File: config.mk
export PLATFORM = sky130hd
export DESIGN_NAME = ps2_key_fifo
export DESIGN_NICKNAME = d
export VERILOG_FILES = /design/src/rtl/ps2_key_pkg.sv /design/src/rtl/sync_fifo_fwft.sv /design/src/rtl/ps2_key_fifo.sv
export SDC_FILE = /design/constraint.sdc
export NUM_CORES = 1
export LEC_CHECK = 0
export CAP_MARGIN = 20
export CELL_PAD_IN_SITES_DETAIL_PLACEMENT = 1
export CELL_PAD_IN_SITES_GLOBAL_PLACEMENT = 1
export CORE_MARGIN = 2
export CORE_UTILIZATION = 52
export CTS_CLUSTER_DIAMETER = 30
export DETAILED_ROUTE_END_ITERATION = 12
export GPL_TIMING_DRIVEN = 0
export PLACE_DENSITY = 0.77
export SYNTH_ARGS = -nofsm -noshare
export SYNTH_HDL_FRONTEND = slang
export SYNTH_SLANG_ARGS = --single-unit
File: constraint.sdc
create_clock -name clk_24 -period 3.57 [get_ports clk_24]
set_input_delay 1.071 -clock clk_24 [delete_from_list [all_inputs] [get_ports clk_24]]
set_output_delay 1.071 -clock clk_24 [all_outputs]
set_load 0.05 [all_outputs]
File: src/rtl/ps2_key_pkg.sv
// ps2_key_pkg
// Shared definitions for the PS/2 key event FIFO:
//   - bit positions of the fields inside the 11-bit hps_io ps2_key word
//   - key_entry_t, the 10-bit entry stored in the FIFO {pressed, extended, scancode}
package ps2_key_pkg;

    localparam int KEY_TOGGLE_BIT   = 10;
    localparam int KEY_PRESSED_BIT  = 9;
    localparam int KEY_EXTENDED_BIT = 8;
    localparam int KEY_CODE_MSB     = 7;
    localparam int KEY_CODE_LSB     = 0;
    localparam int ENTRY_W          = 10;

    typedef struct packed {
        logic       pressed;
        logic       extended;
        logic [7:0] scancode;
    } key_entry_t;

endpackage

File: src/rtl/sync_fifo_fwft.sv
// sync_fifo_fwft
// Single-clock first-word-fall-through FIFO. The head entry is driven
// straight from storage, so dout is valid whenever empty is low.
// Ports:
//   clk, reset   clock and synchronous active-high reset
//   push, din    write request and data; refused when full unless a pop
//                happens on the same edge
//   pop          removes the head; ignored while empty
//   dout         head entry (don't-care while empty)
//   count        entries held, 0..DEPTH
//   full, empty  status flags
module sync_fifo_fwft #(
    parameter int WIDTH = 10,
    parameter int DEPTH = 16
) (
    input  logic                     clk,
    input  logic                     reset,
    input  logic                     push,
    input  logic [WIDTH-1:0]         din,
    input  logic                     pop,
    output logic [WIDTH-1:0]         dout,
    output logic [$clog2(DEPTH):0]   count,
    output logic                     full,
    output logic                     empty
);

    localparam int AW = $clog2(DEPTH);
    localparam int CW = AW + 1;

    logic [WIDTH-1:0] mem [DEPTH];
    logic [AW-1:0]    wr_ptr;
    logic [AW-1:0]    rd_ptr;
    logic             do_push;
    logic             do_pop;

    assign empty   = (count == '0);
    assign full    = (count == CW'(DEPTH));
    assign do_pop  = pop && !empty;
    // A pop on the same edge frees the slot being written, so a full FIFO
    // can still accept a push.
    assign do_push = push && (!full || do_pop);
    assign dout    = mem[rd_ptr];

    always_ff @(posedge clk) begin
        if (do_push) begin
            mem[wr_ptr] <= din;
        end
    end

    // DEPTH is a power of two, so pointers wrap naturally.
    always_ff @(posedge clk) begin
        if (reset) begin
            wr_ptr <= '0;
            rd_ptr <= '0;
            count  <= '0;
        end else begin
            if (do_push) begin
                wr_ptr <= wr_ptr + AW'(1);
            end
            if (do_pop) begin
                rd_ptr <= rd_ptr + AW'(1);
            end
            if (do_push && !do_pop) begin
                count <= count + CW'(1);
            end else if (do_pop && !do_push) begin
                count <= count - CW'(1);
            end
        end
    end

endmodule

File: src/rtl/ps2_key_fifo.sv
// ps2_key_fifo
// Buffers hps_io PS/2 key events for a CPU. A new event is recognised when
// the toggle bit of ps2_key changes; {pressed, extended, scancode} is then
// pushed into a first-word-fall-through FIFO, visible one clock later.
// Ports:
//   clk_24        system clock
//   reset         synchronous active-high reset
//   ps2_key       [10] toggle, [9] pressed, [8] extended, [7:0] scancode
//   rd            pop strobe, one pulse per entry consumed
//   rd_data       head entry {pressed, extended, scancode}
//   empty, count  FIFO status
//   overflow      sticky: an event was dropped because the FIFO was full
//   clr_overflow  clears overflow (a simultaneous new overflow wins)
// Build option:
//   PS2_KEY_FIFO_TYPEMATIC_FILTER_EN  drops typematic repeats of the last
//   make code until the matching break is seen.
module ps2_key_fifo
    import ps2_key_pkg::*;
#(
    parameter int DEPTH = 16
) (
    input  logic                    clk_24,
    input  logic                    reset,
    input  logic [10:0]             ps2_key,
    input  logic                    rd,
    output logic [9:0]              rd_data,
    output logic                    empty,
    output logic [$clog2(DEPTH):0]  count,
    output logic                    overflow,
    input  logic                    clr_overflow
);

    key_entry_t key_in;
    logic       prev_toggle;
    logic       key_event;
    logic       push_req;
    logic       full;

    assign key_in    = key_entry_t'(ps2_key[KEY_PRESSED_BIT:KEY_CODE_LSB]);
    assign key_event = ps2_key[KEY_TOGGLE_BIT] != prev_toggle;

    // Loading the live toggle during reset prevents a phantom event on release.
    always_ff @(posedge clk_24) begin
        prev_toggle <= ps2_key[KEY_TOGGLE_BIT];
    end

`ifdef PS2_KEY_FIFO_TYPEMATIC_FILTER_EN
    logic [8:0] last_make;
    logic       last_valid;
    logic       code_match;
    logic       is_repeat;

    assign code_match = last_valid && (last_make == {key_in.extended, key_in.scancode});
    assign is_repeat  = key_in.pressed && code_match;
    assign push_req   = key_event && !is_repeat;

    always_ff @(posedge clk_24) begin
        if (reset) begin
            last_make  <= '0;
            last_valid <= 1'b0;
        end else if (key_event) begin
            if (key_in.pressed) begin
                if (!is_repeat) begin
                    last_make  <= {key_in.extended, key_in.scancode};
                    last_valid <= 1'b1;
                end
            end else if (code_match) begin
                last_valid <= 1'b0;
            end
        end
    end
`else
    assign push_req = key_event;
`endif

    sync_fifo_fwft #(
        .WIDTH (ENTRY_W),
        .DEPTH (DEPTH)
    ) u_fifo (
        .clk   (clk_24),
        .reset (reset),
        .push  (push_req),
        .din   (key_in),
        .pop   (rd),
        .dout  (rd_data),
        .count (count),
        .full  (full),
        .empty (empty)
    );

    // A full FIFO is never empty, so a rd on the same edge always makes room.
    always_ff @(posedge clk_24) begin
        if (reset) begin
            overflow <= 1'b0;
        end else if (push_req && full && !rd) begin
            overflow <= 1'b1;
        end else if (clr_overflow) begin
            overflow <= 1'b0;
        end
    end

endmodule

Word level (Yosys, flattened, before mapping):

Memories as Yosys holds them, arrays and structs flattened. A register that Yosys moved wholly into a read port is not among the register bits.
Cells that the tools add are included.

* output and inout port bits: 17
* memory bits (writable): 160
* memories kept: 1
* logic and storage cells: 35
* bits in registers: 15
* bits of input ports: 15

Memories
* u_fifo.mem: words 16, width 10, read ports 1, clocked after Yosys merged registers in 1, write ports 1, line sync_fifo_fwft.sv:30 `logic [WIDTH-1:0] mem [DEPTH];`

* reduce and logical (&&, ||, !) cells: 15
* muxes and demuxes: 8
* add/sub/neg operators: 4
* equality and inequality tests: 2

Operators by type and width (number)
* 5-bit two-way mux: 2
* 4-bit by 1-bit adder with 4-bit output (second input constant): 2
* 4-bit two-way mux: 2
* 1-bit logical AND: 6
* 5-bit by 1-bit adder with 5-bit output (second input constant): 1
* 5-bit == test (second input constant): 1
* 1-bit logical NOT: 5
* 5-bit logical NOT: 1
* 5-bit by 1-bit subtractor with 5-bit output (second input constant): 1
* 1-bit two-way mux: 4
* 2-bit nonzero test: 2
* 1-bit logical OR: 1
* 1-bit != test: 1

Logic depth before layout (Yosys ltp):

Gate-level depths: netlist of run 1.

* depth after elaboration: 9
* depth in mapped cells: 11
* mapped depth without buffers: 10

Modules after synthesis:

From an unflattened synthesis of run 1, not the netlist that was laid out.

* cells, all modules: 365
* area total of the unflattened synthesis: 7028.0 um^2

Modules (own cells, without submodules)
* sync_fifo_fwft: area each 6959.2 um^2, sequential area each 5144.9 um^2, times used 1, cells an instance 359
* ps2_key_fifo: area each 68.8 um^2, sequential area each 40.0 um^2, times used 1, cells an instance 6

Worst setup path after synthesis of run 1:

No wires, ideal clock.

* path type: in2reg
* from: in ps2_key[10]
* to: reg u_fifo.count[4]
* slack: 0.523 ns
* buffers on the path: 0
* cell stages on the path: 10
* arrival: 2.926 ns
* required time: 3.449 ns
* setup time: 0.121 ns
* cell sequence: xor2_1 -> o21ai_4 -> inv_2 -> ha_1 -> inv_1 -> fa_1 -> nand3_1 -> a211oi_1 -> a31oi_1 -> mux2_2

* word-level cells in the longest chain between the ends: 5
* elaborated cells between the ends (all ways): 7
* classes of those cells: eq/ne (1); mux (1); reduce/logical (5)

Ends and longest elaborated chain
* start: declaration: line ps2_key_fifo.sv:24 `input logic [10:0] ps2_key,`
* 1-bit != test *: line ps2_key_fifo.sv:40 `assign key_event = ps2_key[KEY_TOGGLE_BIT] != prev_toggle;`
* 1-bit logical AND *: line sync_fifo_fwft.sv:41 `assign do_push = push && (!full || do_pop);`
* net u_fifo.do_push: line sync_fifo_fwft.sv:33 `logic do_push;`
* 1-bit logical NOT: line sync_fifo_fwft.sv:65 `end else if (do_pop && !do_push) begin`
* 1-bit logical AND: line sync_fifo_fwft.sv:65
* 2-bit nonzero test (no source line)
* end signal: assignment: line sync_fifo_fwft.sv:64 `count <= count + CW'(1);`
* end signal: assignment: line sync_fifo_fwft.sv:66 `count <= count - CW'(1);`
* end: declaration: line sync_fifo_fwft.sv:22 `output logic [$clog2(DEPTH):0] count,`

Mark *: on every way through the listed nets, which the timed path passes. The rest lies on a longest branch.
A chain may end at the register's enable or synchronous reset.

==> results.rst, run 1 <==
.. list-table::
   :header-rows: 1

   * - Metric
     - Value
   * - Outcome
     - completed
   * - Number of search-and-repair iterations in the first detailed-routing pass
     - 4
   * - Dominant register cell in the synthesized netlist
     - sky130_fd_sc_hd__edfxtp_1
   * - Number of max-capacitance violations reported
     - 0
   * - Routed met2 length
     - 7900 um
   * - Layout overhead on the synthesized area
     - 17.6%
   * - Total number of clock tree sinks
     - 179
   * - Pin count of the biggest net entering global routing
     - 17
   * - Hold WC Path Type
     - flop to flop
   * - Number of warnings issued by yosys
     - 0
   * - Worst-path cell chain
     - and2_1 -> clkbuf_1 -> a22oi_1 -> nand2_1 -> dlygate4sd2_1
   * - Net count reported at finish
     - 445
   * - Fraction of synthesized cell area taken by the top area cell type
     - 68.6%
   * - Via count
     - 3546
   * - Switching share of total power
     - 30.6%
   * - Met3 Routed Length
     - 899 um
   * - Global-route wire length before repair
     - 23400 um
   * - Final Cycle Share
     - 96.0%
   * - Post-synth net total
     - 390
   * - # hold bufs at CTS
     - 0
   * - Deepest clock path buffer count
     - 2
   * - Origin of the worst min-delay path
     - u_fifo.wr_ptr[1]$_SDFFE_PP0P_
   * - Clock input transition at the sequential cells of the worst setup and hold paths
     - 0.06 ns
   * - Category of cells accounting for the largest share of critical-path delay
     - buffers and inverters
   * - Setup slack at placement
     - -0.308 ns
   * - GPL Wtd Cong
     - 0.769
   * - Type of the worst setup path
     - flop to output pin
   * - Clock power share
     - 30.1%
   * - Metal1 wirelength
     - 6080 um
   * - Root Buffer
     - sky130_fd_sc_hd__clkbuf_16
   * - TritonCTS clock tree
     - yes
   * - FP Rows
     - 42
   * - Max Clock Skew
     - 0.0102 ns
   * - Transition time at the pin with the least slew margin
     - 1.10 ns
   * - Reported net switching power
     - 1840 uW
   * - Buffers plus inverters on the worst setup path
     - 2
   * - Leakage power summed over all cells
     - 0.00272 uW
   * - Length in cells of the worst reg-to-reg path
     - 11
   * - Final-report setup violation count
     - 0
   * - Number of global-route vias before repair
     - 3845
   * - Number of failing hold endpoints at the final stage
     - 0
   * - Int Power
     - 4190 uW
   * - Overall die height
     - 120 um
   * - Initial standard-cell utilization of the core
     - 53.1%
   * - Antenna cell count
     - 0
   * - Global-route usage over all layers
     - 23.0%
   * - Delay of the slowest cell on the worst path
     - 0.52 ns
   * - Fmax
     - 292 MHz
   * - Critical path startpoint category
     - flop
   * - Ports
     - 32
   * - Post-detailed-route via-to-cell ratio
     - 5.82
   * - Remaining antenna violation count
     - 0
   * - Cell area after synthesis
     - 7000 sq um
   * - PD cells
     - 732 nW/um^2
   * - Final global-route overflow total
     - 0
   * - Combined area of the multi-input logic cells
     - 1750 sq um
   * - Sum of net half-perimeters after detailed placement
     - 9600 um
   * - Dominant cells by area after synthesis
     - sky130_fd_sc_hd__edfxtp_1, sky130_fd_sc_hd__mux4_2, sky130_fd_sc_hd__dfxtp_1
   * - Routed WL per cell
     - 24.9 um
   * - Post-synthesis cell type with the largest combined area
     - sky130_fd_sc_hd__edfxtp_1
   * - Number of enable flip-flop cells after synthesis
     - 160
   * - Critical Path Slowest Stage Cell
     - sky130_fd_sc_hd__dlygate4sd2_1
   * - Die Width
     - 120 um
   * - Total wirelength of the detailed-routed design
     - 15200 um
   * - Required time of the critical path
     - 2.50 ns
   * - Post-synthesis average cell area
     - 19.2 sq um
   * - H-tree lvl count
     - 4
   * - Share of flip-flops with an asynchronous set or reset
     - 0%
   * - IO buf count
     - 30
   * - Slew HR
     - 26.2%
   * - Data arrival, critical path
     - 2.36 ns
   * - Insertion delay to the later sink of the worst-skew pair
     - 0.43 ns
   * - Final total power
     - 6030 uW
   * - Hold path depth
     - 2
   * - Worst ir drop on vdd
     - 442 uV
   * - CP max FO
     - 10
   * - Synthesis-stage register bit count
     - 179
   * - Core region area
     - 13200 sq um
   * - Part of the power in registers
     - 41.0%
   * - Worst Slack Setup Final
     - 0.141 ns
   * - Final Critical Period
     - 3.43 ns
   * - Setup repair after global routing missed its margin
     - no
   * - Logic depth of the worst setup path including buffers
     - 5
   * - Area of the die
     - 14400 sq um
   * - Number of distinct library cells after synthesis
     - 35
   * - Fillers
     - 1156
   * - Register Area
     - 5190 sq um
   * - Final Slew Violations
     - 0
   * - Number of antenna violations at the first check in global routing
     - 0
   * - Worst reg2reg path startpoint
     - u_fifo.count[0]$_SDFFE_PP0P_
   * - DR DRC count
     - 0
   * - Hold slack
     - 0.550 ns
   * - Top layer reached by signal wires
     - met4
   * - CP Capture Type
     - output pin
   * - Fraction of final layout cells sized beyond drive strength 1
     - 24.5%
   * - Relative contribution of combinational cells to total power
     - 28.9%
   * - Drt first-iter violations
     - 359
   * - Cells after synthesis
     - 365
   * - Clock buffer count from CTS
     - 17
   * - Sequential-to-total area share from yosys stat
     - 74.0%
cells in the mapped netlist (2+ instances only):
library cell,instances
sky130_fd_sc_hd__and3_1,2
sky130_fd_sc_hd__buf_2,5
sky130_fd_sc_hd__buf_1,2
sky130_fd_sc_hd__dfxtp_1,19
sky130_fd_sc_hd__xor2_1,7
sky130_fd_sc_hd__a22oi_1,20
sky130_fd_sc_hd__o211ai_1,4
sky130_fd_sc_hd__mux2i_1,2
sky130_fd_sc_hd__edfxtp_1,160
sky130_fd_sc_hd__xnor2_1,2
sky130_fd_sc_hd__nor4_1,5
sky130_fd_sc_hd__ha_1,9
sky130_fd_sc_hd__nor2b_1,4
sky130_fd_sc_hd__nor2_1,23
sky130_fd_sc_hd__mux4_2,40
sky130_fd_sc_hd__and2_1,9
sky130_fd_sc_hd__nor3b_1,2
sky130_fd_sc_hd__clkbuf_1,11
sky130_fd_sc_hd__nand2_1,13
sky130_fd_sc_hd__a21oi_1,5
sky130_fd_sc_hd__inv_1,7
layer usage:
layer  global-route usage (%)  up-vias
met1                     30.2     1832
met4                     8.46        0
li1                         -     1573
met5                        0        -
met3                     5.23       24
met2                     38.0      117
sequential cells by signal, indices dropped and copies added, names as in the netlist, named ones only:
signal,flops
u_fifo.rd_ptr,4
overflow,1
u_fifo.wr_ptr,4
prev_toggle,1
u_fifo.count,5
u_fifo.mem,160
power groups by stage:
stage	sequential [uW]	clock [uW]	combinational (uW)
floorplan	2580	0	1140
global placement	2500	0	1670
detailed placement	2500	0	1750
CTS	2470	1840	1760
global route	2490	1920	1870
finish	2470	1820	1740
area by class of cell:
type / instances / share of cell area, %
sequential: 179 / 62.9
multi-input combinational: 160 / 21.3
clock buffer: 22 / 5.75
timing repair buffer: 37 / 4.42
tap: 176 / 2.67
clock inverter: 10 / 1.31
buffer: 17 / 1.28
inverter: 8 / 0.364
repair_timing:
| item | in CTS | in global routing |
|---|---|---|
| resized for setup | 38 | 5 |
| buffers inserted | 0 | 2 |
| setup endpoints to repair | 10 | 8 |
| pin swaps | 0 | 1 |
worst register-to-register path: stages, from the launching register on:
cell and delay [ns]:
sky130_fd_sc_hd__dfxtp_1 0.37, sky130_fd_sc_hd__or4_1 0.55, sky130_fd_sc_hd__buf_2 0.20, sky130_fd_sc_hd__o21ai_4 0.17, sky130_fd_sc_hd__inv_2 0.09, sky130_fd_sc_hd__ha_1 0.20
sky130_fd_sc_hd__inv_1 0.15, sky130_fd_sc_hd__ha_1 0.30, sky130_fd_sc_hd__a21oi_1 0.20, sky130_fd_sc_hd__a211oi_1 0.10, sky130_fd_sc_hd__a31oi_1 0.18, sky130_fd_sc_hd__mux2_2 0.35
metrics by stage:
step	utilization, %	instance area [sq um]	instances	setup TNS [ns]
after floorplan	-	7000	365	0
after global placement	57.0	7520	571	-34.74
after detailed placement	57.5	7580	575	-4.92
after CTS	62.2	8200	606	0
after global routing	62.5	8240	609	0
final	62.5	8240	609	0
logic make-up (layout without fill, tap and decap cells):
kind of cell | count (synthesis) | in the layout | share of synthesized area [%]
AO/OA/AOI/OAI | 34 | 34 | 3.59
XOR/XNOR | 9 | 9 | 1.13
adder cells (fa/ha/maj) | 10 | 10 | 1.89
buffers and inverters | 26 | 94 | 1.48
flip-flops | 179 | 179 | 74.0
multiplexers | 43 | 43 | 13.3
AND/OR/NAND/NOR | 64 | 64 | 4.57
cell usage in the layout (no fill, tap or decap), drive strengths merged, types with 3 or more instances in the layout:
master         count
a21oi              5
a22oi             20
and2               9
buf               13
clkbuf            33
clkdlybuf4s15      7
clkdlybuf4s50     19
clkinv             6
dfxtp             19
dlygate4sd2        3
edfxtp           160
ha                 9
inv                8
mux4              40
nand2             13
nor2              23
nor2b              4
nor4               5
o211ai             4
xor2               7
path summary, 6_finish.rpt:
path | to | slack (ns)
max reg2reg | u_fifo.count[4]$_SDFFE_PP0P_ | 0.58
min | u_fifo.wr_ptr[1]$_SDFFE_PP0P_ | 0.55
min reg2reg | u_fifo.wr_ptr[1]$_SDFFE_PP0P_ | 0.55
max | rd_data[7] | 0.14
Power figures use the tool's default switching activity.
==> run 2: changes to the inputs <==
- ABC_CLOCK_PERIOD_IN_PS: unset -> 3570
- CAP_MARGIN: 20 -> 10
==> results.rst, run 2 (synthesis results as in run 1) <==
.. list-table::
   :header-rows: 1

   * - Metric
     - Value
   * - Fraction of final layout cells sized beyond drive strength 1
     - 24.3% (-0.17 points)
   * - Number of max-capacitance violations reported
     - 0 (unchanged)
   * - FP Rows
     - 42 (unchanged)
   * - Number of global-route vias before repair
     - 3845 (unchanged)
   * - Worst ir drop on vdd
     - 441 uV (-0.13%)
   * - Post-detailed-route via-to-cell ratio
     - 5.87 (+0.76%)
   * - Clock buffer count from CTS
     - 17 (unchanged)
   * - Origin of the worst min-delay path
     - u_fifo.wr_ptr[1]$_SDFFE_PP0P_
   * - Global-route usage over all layers
     - 23.0% (unchanged)
   * - Worst-path cell chain
     - and2_1 -> clkbuf_1 -> a22oi_1 -> nand2_1 -> dlygate4sd2_1
   * - DR DRC count
     - 0 (unchanged)
   * - # hold bufs at CTS
     - 0 (unchanged)
   * - Sum of net half-perimeters after detailed placement
     - 9600 um (unchanged)
   * - Delay of the slowest cell on the worst path
     - 0.52 ns (about the same)
   * - Layout overhead on the synthesized area
     - 17.5%
   * - IO buf count
     - 30 (unchanged)
   * - Register-to-register setup slack
     - 0.59 ns (about the same)
   * - Routed WL per cell
     - 24.9 um (about the same)
   * - Remaining antenna violation count
     - 0 (unchanged)
   * - Max Clock Skew
     - 0.0101 ns (-0.0000441 ns)
   * - Total wirelength of the detailed-routed design
     - 15100 um (-0.15%)
   * - CP Capture Type
     - output pin
   * - Critical Path Slowest Stage Cell
     - sky130_fd_sc_hd__dlygate4sd2_1
   * - Final Slew Violations
     - 0 (unchanged)
   * - Most common cell after layout, fill and taps aside
     - sky130_fd_sc_hd__edfxtp_1
   * - Register with the highest flop count
     - u_fifo.mem
   * - Leakage power summed over all cells
     - 0.00271 uW (-0.23%)
   * - Highest-count cells in the layout ignoring fill and taps
     - sky130_fd_sc_hd__edfxtp_1, sky130_fd_sc_hd__mux4_2, sky130_fd_sc_hd__nor2_1
   * - Outcome
     - completed
   * - Length in cells of the worst reg-to-reg path
     - 11 (unchanged)
   * - Pin count of the biggest net entering global routing
     - 17 (unchanged)
   * - Number of search-and-repair iterations in the first detailed-routing pass
     - 4 (unchanged)
   * - Deepest clock path buffer count
     - 2 (unchanged)
   * - Max FFs per register
     - 160 (unchanged)
   * - Setup repair after global routing missed its margin
     - no
   * - Drt first-iter violations
     - 380 (+5.8%)
   * - Buffers plus inverters on the worst setup path
     - 2 (unchanged)
   * - Final Cycle Share
     - 96.1% (about the same)
   * - Total number of clock tree sinks
     - 179 (unchanged)
   * - Transition time at the pin with the least slew margin
     - 1.14 ns (+0.0339 ns)
   * - Overall die height
     - 120 um (unchanged)
   * - Number of failing hold endpoints at the final stage
     - 0 (unchanged)
   * - Global Route met3 Usage
     - 5.23% (unchanged)
   * - Most used routing layer in global routing
     - met2
   * - H-tree lvl count
     - 4 (unchanged)
   * - Area of the die
     - 14400 sq um (unchanged)
   * - Global-route wire length before repair
     - 23400 um (unchanged)
   * - Endpoint of the worst hold-timing path
     - u_fifo.wr_ptr[1]$_SDFFE_PP0P_
   * - Number of antenna violations at the first check in global routing
     - 0 (unchanged)
   * - Hold WC Path Type
     - flop to flop
   * - Worst reg2reg path startpoint
     - u_fifo.count[0]$_SDFFE_PP0P_
   * - Insertion delay to the later sink of the worst-skew pair
     - 0.43 ns (about the same)
   * - Worst reg2reg endpoint
     - u_fifo.count[4]$_SDFFE_PP0P_
   * - Die Width
     - 120 um (unchanged)
   * - Slew HR
     - 23.9% (-2.3 points)
   * - Required time of the critical path
     - 2.50 ns (about the same)
   * - Hold slack
     - 0.548 ns (-0.00227 ns)
   * - Final standard cell utilization of the core
     - 62.4% (-0.085 points)
   * - Antenna cell count
     - 0 (unchanged)
   * - Met1 track demand over resource
     - 30.2% (unchanged)
   * - Clock input transition at the sequential cells of the worst setup and hold paths
     - 0.06 ns (about the same)
   * - Category of cells accounting for the largest share of critical-path delay
     - buffers and inverters
   * - Net count reported at finish
     - 444 (-0.22%)
   * - Data arrival, critical path
     - 2.36 ns (about the same)
   * - Fmax
     - 291 MHz (about the same)
   * - Initial standard-cell utilization of the core
     - 53.1% (unchanged)
   * - Critical path startpoint category
     - flop
   * - Final Critical Period
     - 3.43 ns (+0.00340 ns)
   * - PD cells
     - 733 nW/um^2 (+0.19%)
   * - Largest registers ranked by flip-flop count
     - u_fifo.mem: 160 flops, u_fifo.count: 5 flops
   * - GPL Wtd Cong
     - 0.769 (unchanged)
   * - TritonCTS clock tree
     - yes
   * - Root Buffer
     - sky130_fd_sc_hd__clkbuf_16
   * - Via count
     - 3567 (+0.59%)
   * - Final-report setup violation count
     - 0 (unchanged)
   * - Met2 global-route usage
     - 38.0% (unchanged)
   * - Final global-route overflow total
     - 0 (unchanged)
   * - Type of the worst setup path
     - flop to output pin
   * - CP max FO
     - 10 (unchanged)
   * - Hold path depth
     - 2 (unchanged)
   * - Ports
     - 32 (unchanged)
   * - Core region area
     - 13200 sq um (unchanged)
## run 2: area by class of cell
cell class / instances / area [sq um]
buffer: 17 / 105
clock buffer: 22 / 474
clock inverter: 10 / 108
fill: 1156 / 4960
inverter: 8 / 30.0
multi-input combinational: 160 / 1750
sequential: 179 / 5190
tap: 176 / 220
timing repair buffer: 36 / 353
## run 2: metrics by stage
step                      TNS (ns)  cell area, sq um  total power (uW)  setup slack [ns]  std cells
after floorplan                  0              7000              3720             0.523        365
after global placement      -34.74              7520              4170            -0.852        571
after detailed placement     -4.92              7580              4250            -0.308        575
after CTS                        0              8200              6070           0.00196        606
after global routing             0              8230              6270            0.0233        608
final                            0              8230              6030             0.138        608
## run 2: worst reg2reg max path, delay by kind of cell (launching register included)
family          cells  cell delay, ns
compound gates      4            0.66
simple gates        1            0.55
fa+ha+maj           2            0.50
buf+inv             3            0.44
flops               1            0.37
mux                 1            0.35
## run 2: layer usage
| metal | wire length (um) | up-vias | part of all wire (%) |
|---|---|---|---|
| met5 | 0 | - | 0 |
| met4 | 371 | 0 | 2.4 |
| met3 | 775 | 28 | 5.1 |
| met2 | 7750 | 115 | 51 |
| met1 | 6250 | 1849 | 41 |
| li1 | - | 1575 | - |
## run 2: worst max-delay path by stage
| stage | cells after the start | endpoint | slack [ns] | start |
|---|---|---|---|---|
| global placement | 4 | u_fifo.mem[1][7]$_DFFE_PP_ | -0.85 | ps2_key[10] |
| detailed placement | 11 | u_fifo.count[4]$_SDFFE_PP0P_ | -0.31 | rd |
| CTS | 4 | empty | 0.002 | u_fifo.count[0]$_SDFFE_PP0P_ |
| finish | 5 | rd_data[1] | 0.14 | flop |
| global route | 5 | rd_data[1] | 0.02 | flop |
| floorplan | 10 | u_fifo.count[4]$_SDFFE_PP0P_ | 0.52 | ps2_key[10] |
## run 2: report_power, final
| group | internal (uW) | switching [uW] | total [uW] |
|---|---|---|---|
| clock | 1080 | 741 | 1820 |
| sequential | 2390 | 83.7 | 2470 |
| combinational | 719 | 1020 | 1740 |
## run 2: repair_timing
action,4_1_cts,5_1_grt
pin swaps,0,1
endpoints found under the setup margin,10,8
resized for setup,38,5
setup buffers,0,2
cloned,0,0
